===== src/rtl/pipe_stage_elastic_pkg.sv =====
// Shared definitions for the elastic pipeline stage.
//   stage_state_e : occupancy encoding (EMPTY / ONE / TWO)
//   CORE_NOP      : canonical NOP instruction word (addi x0, x0, 0)
//   *_payload_t   : per-stage payload layouts and their widths
package pipe_stage_elastic_pkg;

  typedef enum logic [1:0] {
    EMPTY = 2'd0,
    ONE   = 2'd1,
    TWO   = 2'd2
  } stage_state_e;

  localparam logic [31:0] CORE_NOP = 32'h0000_0013;

  typedef struct packed {
    logic [31:0] pc;
    logic [31:0] instr;
  } dec_ex_payload_t;

  typedef struct packed {
    logic [31:0] pc;
    logic [31:0] alu_res;
    logic [4:0]  rd;
    logic        we;
  } ex_mem_payload_t;

  localparam int unsigned DEC_EX_W = $bits(dec_ex_payload_t);
  localparam int unsigned EX_MEM_W = $bits(ex_mem_payload_t);

endpackage


===== src/rtl/pipe_skid_slot.sv =====
// Single payload + killed register used for both the main and skid slots.
// Ports:
//   clk, rst          : clock, async active-high reset
//   load              : capture d_data / d_killed
//   clear             : return to NOP_VALUE / not-killed (wins over load)
//   d_data, d_killed  : next payload and kill flag
//   q_data, q_killed  : held payload and kill flag
module pipe_skid_slot #(
  parameter int unsigned        DATA_W    = 32,
  parameter logic [DATA_W-1:0]  NOP_VALUE = '0
) (
  input  logic              clk,
  input  logic              rst,
  input  logic              load,
  input  logic              clear,
  input  logic [DATA_W-1:0] d_data,
  input  logic              d_killed,
  output logic [DATA_W-1:0] q_data,
  output logic              q_killed
);

  always_ff @(posedge clk or posedge rst) begin
    if (rst) begin
      q_data   <= NOP_VALUE;
      q_killed <= 1'b0;
    end else if (clear) begin
      q_data   <= NOP_VALUE;
      q_killed <= 1'b0;
    end else if (load) begin
      q_data   <= d_data;
      q_killed <= d_killed;
    end
  end

endmodule


===== src/rtl/pipe_stage_elastic.sv =====
// Generic elastic pipeline stage: valid/ready handshake with a 2-entry skid
// buffer (main + skid), fully registered back-pressure, 1 beat/cycle.
// flush drops all held beats and the same-cycle input beat; in_kill turns
// the accepted beat into a NOP, keeping bits selected by KILL_KEEP_MASK.
// Optional: define PIPE_STAGE_PERF_EN to add stall_cnt / bubble_cnt.
// Ports:
//   clk, rst                       : clock, async active-high reset
//   in_valid, in_ready, in_data    : upstream handshake and payload
//   in_kill                        : kill the accepted beat
//   flush                          : synchronous flush
//   out_valid, out_ready, out_data : downstream handshake and payload
//   out_killed                     : presented beat was killed
//   stall_cnt, bubble_cnt          : saturating perf counters (optional)
module pipe_stage_elastic
  import pipe_stage_elastic_pkg::*;
#(
  parameter int unsigned        DATA_W         = 32,
  parameter logic [DATA_W-1:0]  NOP_VALUE      = '0,
  parameter logic [DATA_W-1:0]  KILL_KEEP_MASK = '0
) (
  input  logic              clk,
  input  logic              rst,
  input  logic              in_valid,
  output logic              in_ready,
  input  logic [DATA_W-1:0] in_data,
  input  logic              in_kill,
  input  logic              flush,
  output logic              out_valid,
  input  logic              out_ready,
  output logic [DATA_W-1:0] out_data,
  output logic              out_killed
`ifdef PIPE_STAGE_PERF_EN
  ,
  output logic [31:0]       stall_cnt,
  output logic [31:0]       bubble_cnt
`endif
);

  stage_state_e      state, state_nxt;
  logic              accept, drain;
  logic [DATA_W-1:0] beat_data;
  logic              main_load, main_clear, main_from_skid;
  logic              skid_load, skid_clear;
  logic [DATA_W-1:0] main_d_data, skid_q_data;
  logic              main_d_killed, skid_q_killed;

  // in_ready / out_valid come straight from the state register, so neither
  // has a combinational path from the handshake inputs.
  assign in_ready  = (state != TWO);
  assign out_valid = (state != EMPTY);
  assign accept    = in_valid & in_ready;
  assign drain     = out_valid & out_ready;

  assign beat_data = in_kill ? ((in_data & KILL_KEEP_MASK) | (NOP_VALUE & ~KILL_KEEP_MASK))
                             : in_data;

  always_ff @(posedge clk or posedge rst) begin
    if (rst) state <= EMPTY;
    else     state <= state_nxt;
  end

  always_comb begin
    state_nxt      = state;
    main_load      = 1'b0;
    main_clear     = 1'b0;
    main_from_skid = 1'b0;
    skid_load      = 1'b0;
    skid_clear     = 1'b0;
    if (flush) begin
      state_nxt  = EMPTY;
      main_clear = 1'b1;
      skid_clear = 1'b1;
    end else begin
      unique case (state)
        EMPTY: begin
          if (accept) begin
            state_nxt = ONE;
            main_load = 1'b1;
          end
        end
        ONE: begin
          if (accept && drain) begin
            main_load = 1'b1;
          end else if (drain) begin
            // Clearing main on the way to EMPTY keeps out_data at NOP_VALUE
            // without an output mux.
            state_nxt  = EMPTY;
            main_clear = 1'b1;
          end else if (accept) begin
            state_nxt = TWO;
            skid_load = 1'b1;
          end
        end
        TWO: begin
          if (drain) begin
            state_nxt      = ONE;
            main_load      = 1'b1;
            main_from_skid = 1'b1;
            skid_clear     = 1'b1;
          end
        end
        default: begin
          state_nxt  = EMPTY;
          main_clear = 1'b1;
          skid_clear = 1'b1;
        end
      endcase
    end
  end

  assign main_d_data   = main_from_skid ? skid_q_data   : beat_data;
  assign main_d_killed = main_from_skid ? skid_q_killed : in_kill;

  pipe_skid_slot #(
    .DATA_W    (DATA_W),
    .NOP_VALUE (NOP_VALUE)
  ) u_main (
    .clk      (clk),
    .rst      (rst),
    .load     (main_load),
    .clear    (main_clear),
    .d_data   (main_d_data),
    .d_killed (main_d_killed),
    .q_data   (out_data),
    .q_killed (out_killed)
  );

  pipe_skid_slot #(
    .DATA_W    (DATA_W),
    .NOP_VALUE (NOP_VALUE)
  ) u_skid (
    .clk      (clk),
    .rst      (rst),
    .load     (skid_load),
    .clear    (skid_clear),
    .d_data   (beat_data),
    .d_killed (in_kill),
    .q_data   (skid_q_data),
    .q_killed (skid_q_killed)
  );

`ifdef PIPE_STAGE_PERF_EN
  always_ff @(posedge clk or posedge rst) begin
    if (rst) begin
      stall_cnt  <= '0;
      bubble_cnt <= '0;
    end else begin
      if (out_valid && !out_ready && (stall_cnt != '1))
        stall_cnt <= stall_cnt + 32'd1;
      // out_killed is cleared whenever the stage is empty.
      if ((!out_valid || out_killed) && (bubble_cnt != '1))
        bubble_cnt <= bubble_cnt + 32'd1;
    end
  end
`endif

endmodule


===== config.mk =====
export PLATFORM = sky130hd
export DESIGN_NAME = pipe_stage_elastic
export DESIGN_NICKNAME = d
export VERILOG_FILES = /design/src/rtl/pipe_stage_elastic_pkg.sv /design/src/rtl/pipe_skid_slot.sv /design/src/rtl/pipe_stage_elastic.sv
export SDC_FILE = /design/constraint.sdc
export NUM_CORES = 1
export LEC_CHECK = 0
export BUFFER_PORTS_ARGS = -buffer_cell sky130_fd_sc_hd__buf_2
export CORE_MARGIN = 2
export CORE_UTILIZATION = 30
export CTS_BUF_LIST = sky130_fd_sc_hd__clkbuf_8 sky130_fd_sc_hd__clkbuf_16
export DETAILED_ROUTE_END_ITERATION = 10
export PLACE_DENSITY = 0.58
export SYNTH_ARGS = -nofsm -noshare
export SYNTH_HDL_FRONTEND = slang
export SYNTH_SLANG_ARGS = --single-unit

===== constraint.sdc =====
create_clock -name clk -period 1.77 [get_ports clk]
set_input_delay 0.0885 -clock clk [delete_from_list [all_inputs] [get_ports clk]]
set_output_delay 0.0885 -clock clk [all_outputs]
set_load 0.03 [all_outputs]

* Yosys cells after proc, flatten, opt, wreduce, memory -nomap -nowiden
Index checks and enable logic that the tools add are counted.
Storage, ports and cells: bits in registers 68, bits in latches 0, bits in writable memories 0, ROM bits 0, bits of input ports 38, output and inout bits 35, logic and storage cells 56, memories kept 0
Cells by class: $add $sub $neg 0, multiply operators 0, divide/modulo/power cells 0, magnitude comparators 0, eq/ne operators 7, shifts and indexed selects 0, multiplexer cells 34, bitwise logic cells 2, reductions and logical operators 8
Operator list (count):
- $mux 32 | 6
- $mux 1 | 18
- $mux 2 | 6
- $ne 3x3->1 const B | 3
- $pmux 2 s3 | 1
- $reduce_bool 2->1 | 3
- $ne 4x4->1 const B | 1
- $pmux 1 s2 | 2
- $reduce_and 4->1 | 1
- $reduce_or 2->1 | 2
- $pmux 1 s3 | 1
- $and 1x1->1 | 2
- $eq 2x1->1 const B | 1
- $eq 2x2->1 const B | 1
- $logic_not 2->1 | 1
- $ne 2x2->1 const B | 1
- $logic_and 1x1->1 | 1

* Depth between registers and ports, before layout
Gate-level depths: netlist of the first run.
depth after elaboration 9, mapped depth 6, gate-level depth less buffers 3

* By module
A second synthesis of the first run with hierarchy kept.
Unflattened totals: cells, all modules 308, area, all modules 3542.1 um^2
By module, submodules not included:
- pipe_skid_slot | instances 2, cells an instance 108, area each 1371.3 um^2, seq. area each 825.8 um^2
- pipe_stage_elastic | instances 1, cells an instance 92, area each 799.5 um^2, seq. area each 50.0 um^2

* Worst setup path after synthesis of the first run
OpenSTA, ideal clock, no wires.
path type register to register, start point register state[1], end point register u_main.q_data[0], library setup time 0.119 ns, arrival 1.173 ns, data required time 1.651 ns, slack 0.478 ns, cell stages (with the launch flop) 7, path buffers 3, clock period less this slack 1.292 ns, path through dfrtp_1 buf_6 nand4bb_1 buf_4 buf_4 mux2i_1 o2bb2ai_2
Between the ends: word-level cells in the longest chain between the ends 8, elaborated cells on any way between the ends 23, classes of those cells eq/ne (3); mux (13); bitwise (2); reduce/logical (5)
RTL lines:
- from (decl) | line pipe_stage_elastic.sv:39 | stage_state_e state, state_nxt;
- from (signal assigned) | line pipe_stage_elastic.sv:59 | else state <= state_nxt;
- $reduce_bool 2->1 | line pipe_stage_elastic.sv:50 | assign out_valid = (state != EMPTY);
- $and 1x1->1 | line pipe_stage_elastic.sv:52 | assign drain = out_valid & out_ready;
- $mux 1 | line pipe_stage_elastic.sv:84, pipe_stage_elastic.sv:95
- $mux 1 | line pipe_stage_elastic.sv:74 | unique case (state)
- $mux 1 | line pipe_stage_elastic.sv:69 | if (flush) begin
- $mux 32 | line pipe_stage_elastic.sv:111 | assign main_d_data = main_from_skid ? skid_q_data : beat_data;
- $mux 32 | line pipe_skid_slot.sv:29 | end else if (load) begin
- $mux 32 | line pipe_skid_slot.sv:26 | end else if (clear) begin
- to (signal assigned) | line pipe_skid_slot.sv:30 | q_data <= d_data;
- to (decl) | line pipe_skid_slot.sv:18 | output logic [DATA_W-1:0] q_data,
Several ways; a longest one is shown, not always the timed one. The select of a mux whose other input is x is not followed. A chain may end at the register's enable or synchronous reset.

* Final worst setup path of the first run
start point register state[1], end point register u_main.q_data[19]
The elaborated chain is that of the path after synthesis.

==> metrics, run 1 <==
status completed; Synth cell types 32; # IOs between 70 and 80; Antenna diodes 0; largest net degree at the start of global routing 35; setup TNS 0 ns; Max-slew headroom 56.98%; Synth area leaders dfrtp_1, o2bb2ai_2, mux2i_1, nor2b_1, o31ai_1; Startpoint Class flop; Crit path depth 4; Post-CTS Setup Inserts 0; clock slew at reported path FFs 0.06 ns; WS Path Type reg -> reg; R2R depth 4; site row count 40; initial DRC count between 150 and 200; Port Buffer Count 72; Leak Pwr 2.238 nW; CP required 1.99 ns; Post-route DRC 0; final non-filler cell total roughly 540; Clock Path Buffers 2; initial core utilization 30.44%; Final min period 1.578 ns; drt total wl 8.917 mm; DR WL/cell 16.39 um; setup violators final 0; hpwl dp 6.189 mm; CP cell instances mux2i_2, o31a_4, buf_12, o2bb2ai_2; Final Hold Fails 0; pwr dens 960.0 nW/um^2; DIE AREA about 13000 sq um; first-pass GRT wire length 14.83 mm; area of the mapped netlist 3611 sq um; IR drop worst, VDD 0.0005533 V; syn_area_per_cell 11.32 sq um; die width 113.7 um; f_max 633.7 MHz; area delta synth->final 26.47%; GP Congestion 0.7680; Core Area roughly 12000 sq um; share of layout cells above drive strength 1 between 30% and 40%; highest-delay cell along the critical path dfrtp_1; Finished Cell Area about 4600 sq um; CTS root buffer clkbuf_16; Fill cells 1144; Overflow after GRT 0; Yosys top cell area share 47.12%; Tightest Pin Transition roughly 0.64 ns; net count after synthesis 357; antenna violations before repair 0; vias 2655; kind of cell adding the most delay to the critical path flip-flops; Syn Inst Count 319; utilization after layout between 30% and 40%; Final Max Slew Viols 0; Worst Setup End Kind flop; Final nets 430; Hold Path Depth 4; Inst Count DP 527; die height 113.7 um; Hold WS 0.1560 ns; DRT Pass-1 Iters 4; Tcrit/Tclk final just under 90%; Clk Latency, worst-skew pair 0.34 ns; total CTS buffers 9; clock skew 0.005160 ns; Max Cap Viol 0; mean number of vias per cell between 4 and 5; CTS tree done; post-route ant nets 0; vias in the first global route 2715; RSZ-0062 raised after global routing no; Seq cells post-synth 68; Buf/Inv on CP 1; Tot GR Track Use between 10% and 20%; dpl cell area ~4200 sq um; worst min path class in -> reg; H-tree depth 3; Worst Path Max Fanout 17; yosys warns 0; CP arrival 1.80 ns; Synth area leader dfrtp_1; Largest stage delay, worst path 0.53 ns; register area share after synthesis 47.12%; clk sinks 68
[through the flow]
stage	total power [mW]	setup WS (ns)
2_1_floorplan	2.077	0.4775
3_3_place_gp	2.269	0.2494
3_5_place_dp	2.275	0.2082
4_1_cts	4.425	0.1852
5_1_grt	4.553	0.1199
6_report	4.384	0.1921
[registers in the layout, indices dropped and copies added, names as in the netlist]
signal,cells
state,2
u_main.q_data,32
u_main.q_killed,1
u_skid.q_data,32
u_skid.q_killed,1
[routing by layer]
metal	track usage, %	part of all wire, %	up-vias
met4	5.610	1.5	0
met1	19.99	47	1309
li1	-	-	1288
met2	23.31	47	50
met3	3.348	3.9	8
met5	0	0	-
[tightest hold or removal path: cells and delay by family]
kind | cells | cell delay (ns)
and+or+nand+nor | 2 | 0.21
buffers and inverters | 1 | 0.09
AOI/OAI and AO/OA | 1 | 0.06
[cells in the final DEF, fill, tap and decap left out, types with 2 or more instances in the layout]
cell type  Yosys  final
o31ai_1       23     23
nor2_1         3      3
clkbuf_8       0      2
bufinv_16      0      3
o21ai_1        9      9
o2bb2ai_2     30     30
nand3_1       33     33
nor2b_1       32     32
buf_2         10     72
inv_1         25     24
clkbuf_16      0      9
a21oi_1       12     12
clkinv_4       0      2
mux2i_1       33     33
o2bb2ai_1      3      3
buf_12         0      6
dfrtp_1       68     68
buf_4          5     13
[path summary, 6_finish.rpt]
kind | startpoint | to | slack, ns
worst min register to register | u_main.q_data[29] | u_main.q_data[29] | 0.49
worst min-delay path | in_data[6] | u_skid.q_data[6] | 0.16
min in group asynchronous | rst | u_skid.q_data[28] | 0.39
worst max-delay path | state[1] | u_main.q_data[19] | 0.19
worst max register to register | state[1] | u_main.q_data[19] | 0.19
max in group asynchronous | rst | u_skid.q_data[31] | 0.81
[logic make-up (layout without fill, tap and decap cells)]
family          after synthesis  after routing  synth area share (%)
simple gates                 79             79                 12.75
compound gates               83             83                 22.56
flops                        68             68                 47.12
buf+inv                      55            133                 8.039
mux                          34             34                 9.529
[cell type report]
class	instances	area (sq um)	area share, %
inverter	25	97.59	2.137
tap	147	183.9	4.027
clock inverter	5	107.6	2.356
sequential	68	1702	37.26
clock buffer	11	252.7	5.534
multi-input combinational	196	1635	35.81
timing repair buffer	92	588.1	12.88
[Yosys cell counts (all sizes together)]
cell and number:
nand2b 1, o31ai 23, o21ai 10, nand2 1, o21bai 1, clkbuf 8, nand3b 1, or2b 1
or3b 1, a32o 1, o2bb2ai 33, nor2 4, mux2i 34, inv 25, buf 22, dfrtp 68
nor2b 32, nand3 33, and3b 1, a21oi 13, or2 2, o31a 1, o21ba 1, nand4bb 2
[report_power, final]
part           internal, mW  switching (mW)  leakage (nW)
Clock                  1.46           0.684         0.176
Combinational         0.209           0.379          1.13
Sequential             1.61          0.0453         0.935
Total                  3.28            1.11          2.24
[what timing repair did]
action / in CTS / in global routing
hold buffers: 1 / 0
resized for setup: 0 / 0
endpoints found under the hold margin: 25 / 0
(Power assumes the default switching activity.)
==> run 2, diff against run 1 <==
Settings changed: CORE_ASPECT_RATIO from default to 1.25, CORE_MARGIN 2 to default, PLACE_DENSITY 0.58 to 0.49.
==> metrics, run 2 (synthesis gave the netlist of run 1 again) <==
status completed; Tcrit/Tclk final 89.18% (about the same); antenna violations before repair 0 (unchanged); Sequential Power Share 42.2% (+4.5 points); CTS root buffer clkbuf_16; site row count 44 (+10%); WS Path Type reg -> reg; Clk Latency, worst-skew pair 0.33 ns (about the same); mean number of vias per cell 4.799 (-1.7%); DR WL/cell 16.30 um (-0.57%); Int Pwr 2.801 mW (-14%); Worst Setup SP state[1]; Overflow after GRT 0 (unchanged); CP arrival 1.84 ns (+0.04 ns); worst min path class in -> reg; # IOs 73 (unchanged); reg-to-reg startpoint state[1]; pwr dens 872.3 nW/um^2 (-9.1%); RSZ-0062 raised after global routing no; CP required 2.03 ns (+0.04 ns); Clock Path Buffers 2 (unchanged); Tot GR Track Use 15.50% (+0.70 points); Startpoint Class flop; setup TNS 0 ns (unchanged); PostCTS Resize Cnt 0 (unchanged); flop2flop setup slack 0.19 ns (about the same); NetSw 1.120 mW (+1.1%); Hold Path Depth 4 (unchanged); post-route ant nets 0 (unchanged); initial core utilization 30.94% (+0.50 points); initial DRC count 137 (-22%); Inst Count DP 540 (+2.5%); Buf/Inv on CP 1 (unchanged); vias 2673 (+0.68%); R2R depth 4 (unchanged); Post-route DRC 0 (unchanged); largest net degree at the start of global routing 69 (+97%); hpwl dp 5.954 mm (-3.8%); clk sinks 68 (unchanged); Tightest Pin Transition 0.4899 ns (-0.1540 ns); Leak Pwr 2.190 nW (-2.2%); commonest non-fill, non-tap cell in the layout buf_2; Hold WS 0.1579 ns (+0.001837 ns); Crit path depth 4 (unchanged); clock skew 0.005003 ns (-0.0001574 ns); Antenna diodes 0 (unchanged); drt total wl 9.078 mm (+1.8%); CTS tree done; DRT Pass-1 Iters 4 (unchanged); share of layout cells above drive strength 1 36.11% (-0.41 points); CP cell instances mux2i_2, a32o_2, buf_4, o2bb2ai_1; Final Max Slew Viols 0 (unchanged); Port Buffer Count 72 (unchanged); highest-delay cell along the critical path dfrtp_1; Final nets 429 (-0.23%); die height 124.7 um (+9.6%); Final Hold Fails 0 (unchanged); Worst Path Max Fanout 15 (-2); final non-filler cell total 557 (+2.4%); Clk network pwr share 42.7% (-6.1 points); Gate power share 15.1% (+1.7 points); area delta synth->final 24.50%; sw frac 28.56% (+3.3 points); top flop regs u_main.q_data (32), u_skid.q_data (32), state (2); total CTS buffers 9 (unchanged); setup violators final 0 (unchanged); f_max 633.5 MHz (about the same); commonest non-fill, non-tap cells in the layout buf_2, dfrtp_1, nand3_1, mux2i_1, nor2b_1; IR drop worst, VDD 0.0004395 V (-21%); Largest stage delay, worst path 0.53 ns (about the same); Max Cap Viol 0 (unchanged); die width 100.1 um (-12%); GP Congestion 0.7125 (-7.2%); vias in the first global route 2706 (-0.33%); Final min period 1.579 ns (+0.0005820 ns); Worst Setup End Kind flop; Max-slew headroom 67.24% (+10 points); clock slew at reported path FFs 0.06 ns (about the same); DIE AREA 12480 sq um (-3.5%); Core Area 11670 sq um (-1.6%); Hold Path Origin in_data[24]; kind of cell adding the most delay to the critical path flip-flops; H-tree depth 3 (unchanged); first-pass GRT wire length 14.90 mm (+0.47%)
## run 2: cell count changes in the layout (fill, tap and decap cells not counted), sizes merged
cell,change
clkbuf,-1
inv,+2
clkinv,-1
bufinv,-3
clkinvlp,+3
buf,-1
## run 2: power by group through the flow
stage | combinational [mW] | sequential [mW] | clock [mW]
after floorplan | 0.321 | 1.76 | 0
after global placement | 0.593 | 1.68 | 0
after detailed placement | 0.600 | 1.68 | 0
after CTS | 0.604 | 1.66 | 1.72
after global routing | 0.642 | 1.66 | 1.79
final | 0.593 | 1.66 | 1.67
## run 2: area by class of cell
class                   instances  area [sq um]
clock buffers                  10         239.0
fillers                      1192          7176
flip-flops and latches         68          1702
well taps                     161         201.4
inverters                      25         97.59
clock inverters                 6         40.04
multi-input cells             196          1635
repair buffers                 91         580.6
## run 2: tightest hold or removal path, stage by stage
cell	delay [ns]
buf_2	0.09
nor2b_1	0.13
nand3_1	0.07
a21oi_1	0.06
## run 2: routing by layer
layer	vias to the layer above	GRT usage, %	wire (um)
met2	60	24.98	4379
met4	0	4.348	119
li1	1285	-	-
met3	6	4.209	451
met1	1322	20.26	4127
met5	-	0	0
## run 2: stage by stage
step / utilization (%) / setup slack, ns / instance area [sq um] / total power [mW]
final: 38.52 / 0.1915 / 4496 / 3.921
after global routing: 38.52 / 0.09779 / 4496 / 4.091
after CTS: 38.52 / 0.1926 / 4496 / 3.983
after detailed placement: 36.04 / 0.2011 / 4207 / 2.282
after global placement: 36.04 / 0.2551 / 4207 / 2.276
after floorplan: - / 0.4775 / 3615 / 2.077
## run 2: path summary, 6_finish.rpt
path                                endpoint
setup / recovery             u_main.q_killed
min in group asynchronous  u_skid.q_data[29]
max in group asynchronous  u_main.q_data[17]
setup reg to reg             u_main.q_killed
hold reg to reg            u_main.q_data[22]
hold / removal             u_skid.q_data[24]
## run 2: repair_timing
action                                 4_1_cts  5_1_grt
endpoints found under the hold margin       68        0
setup buffers                                0        0
hold buffers                                 1        0
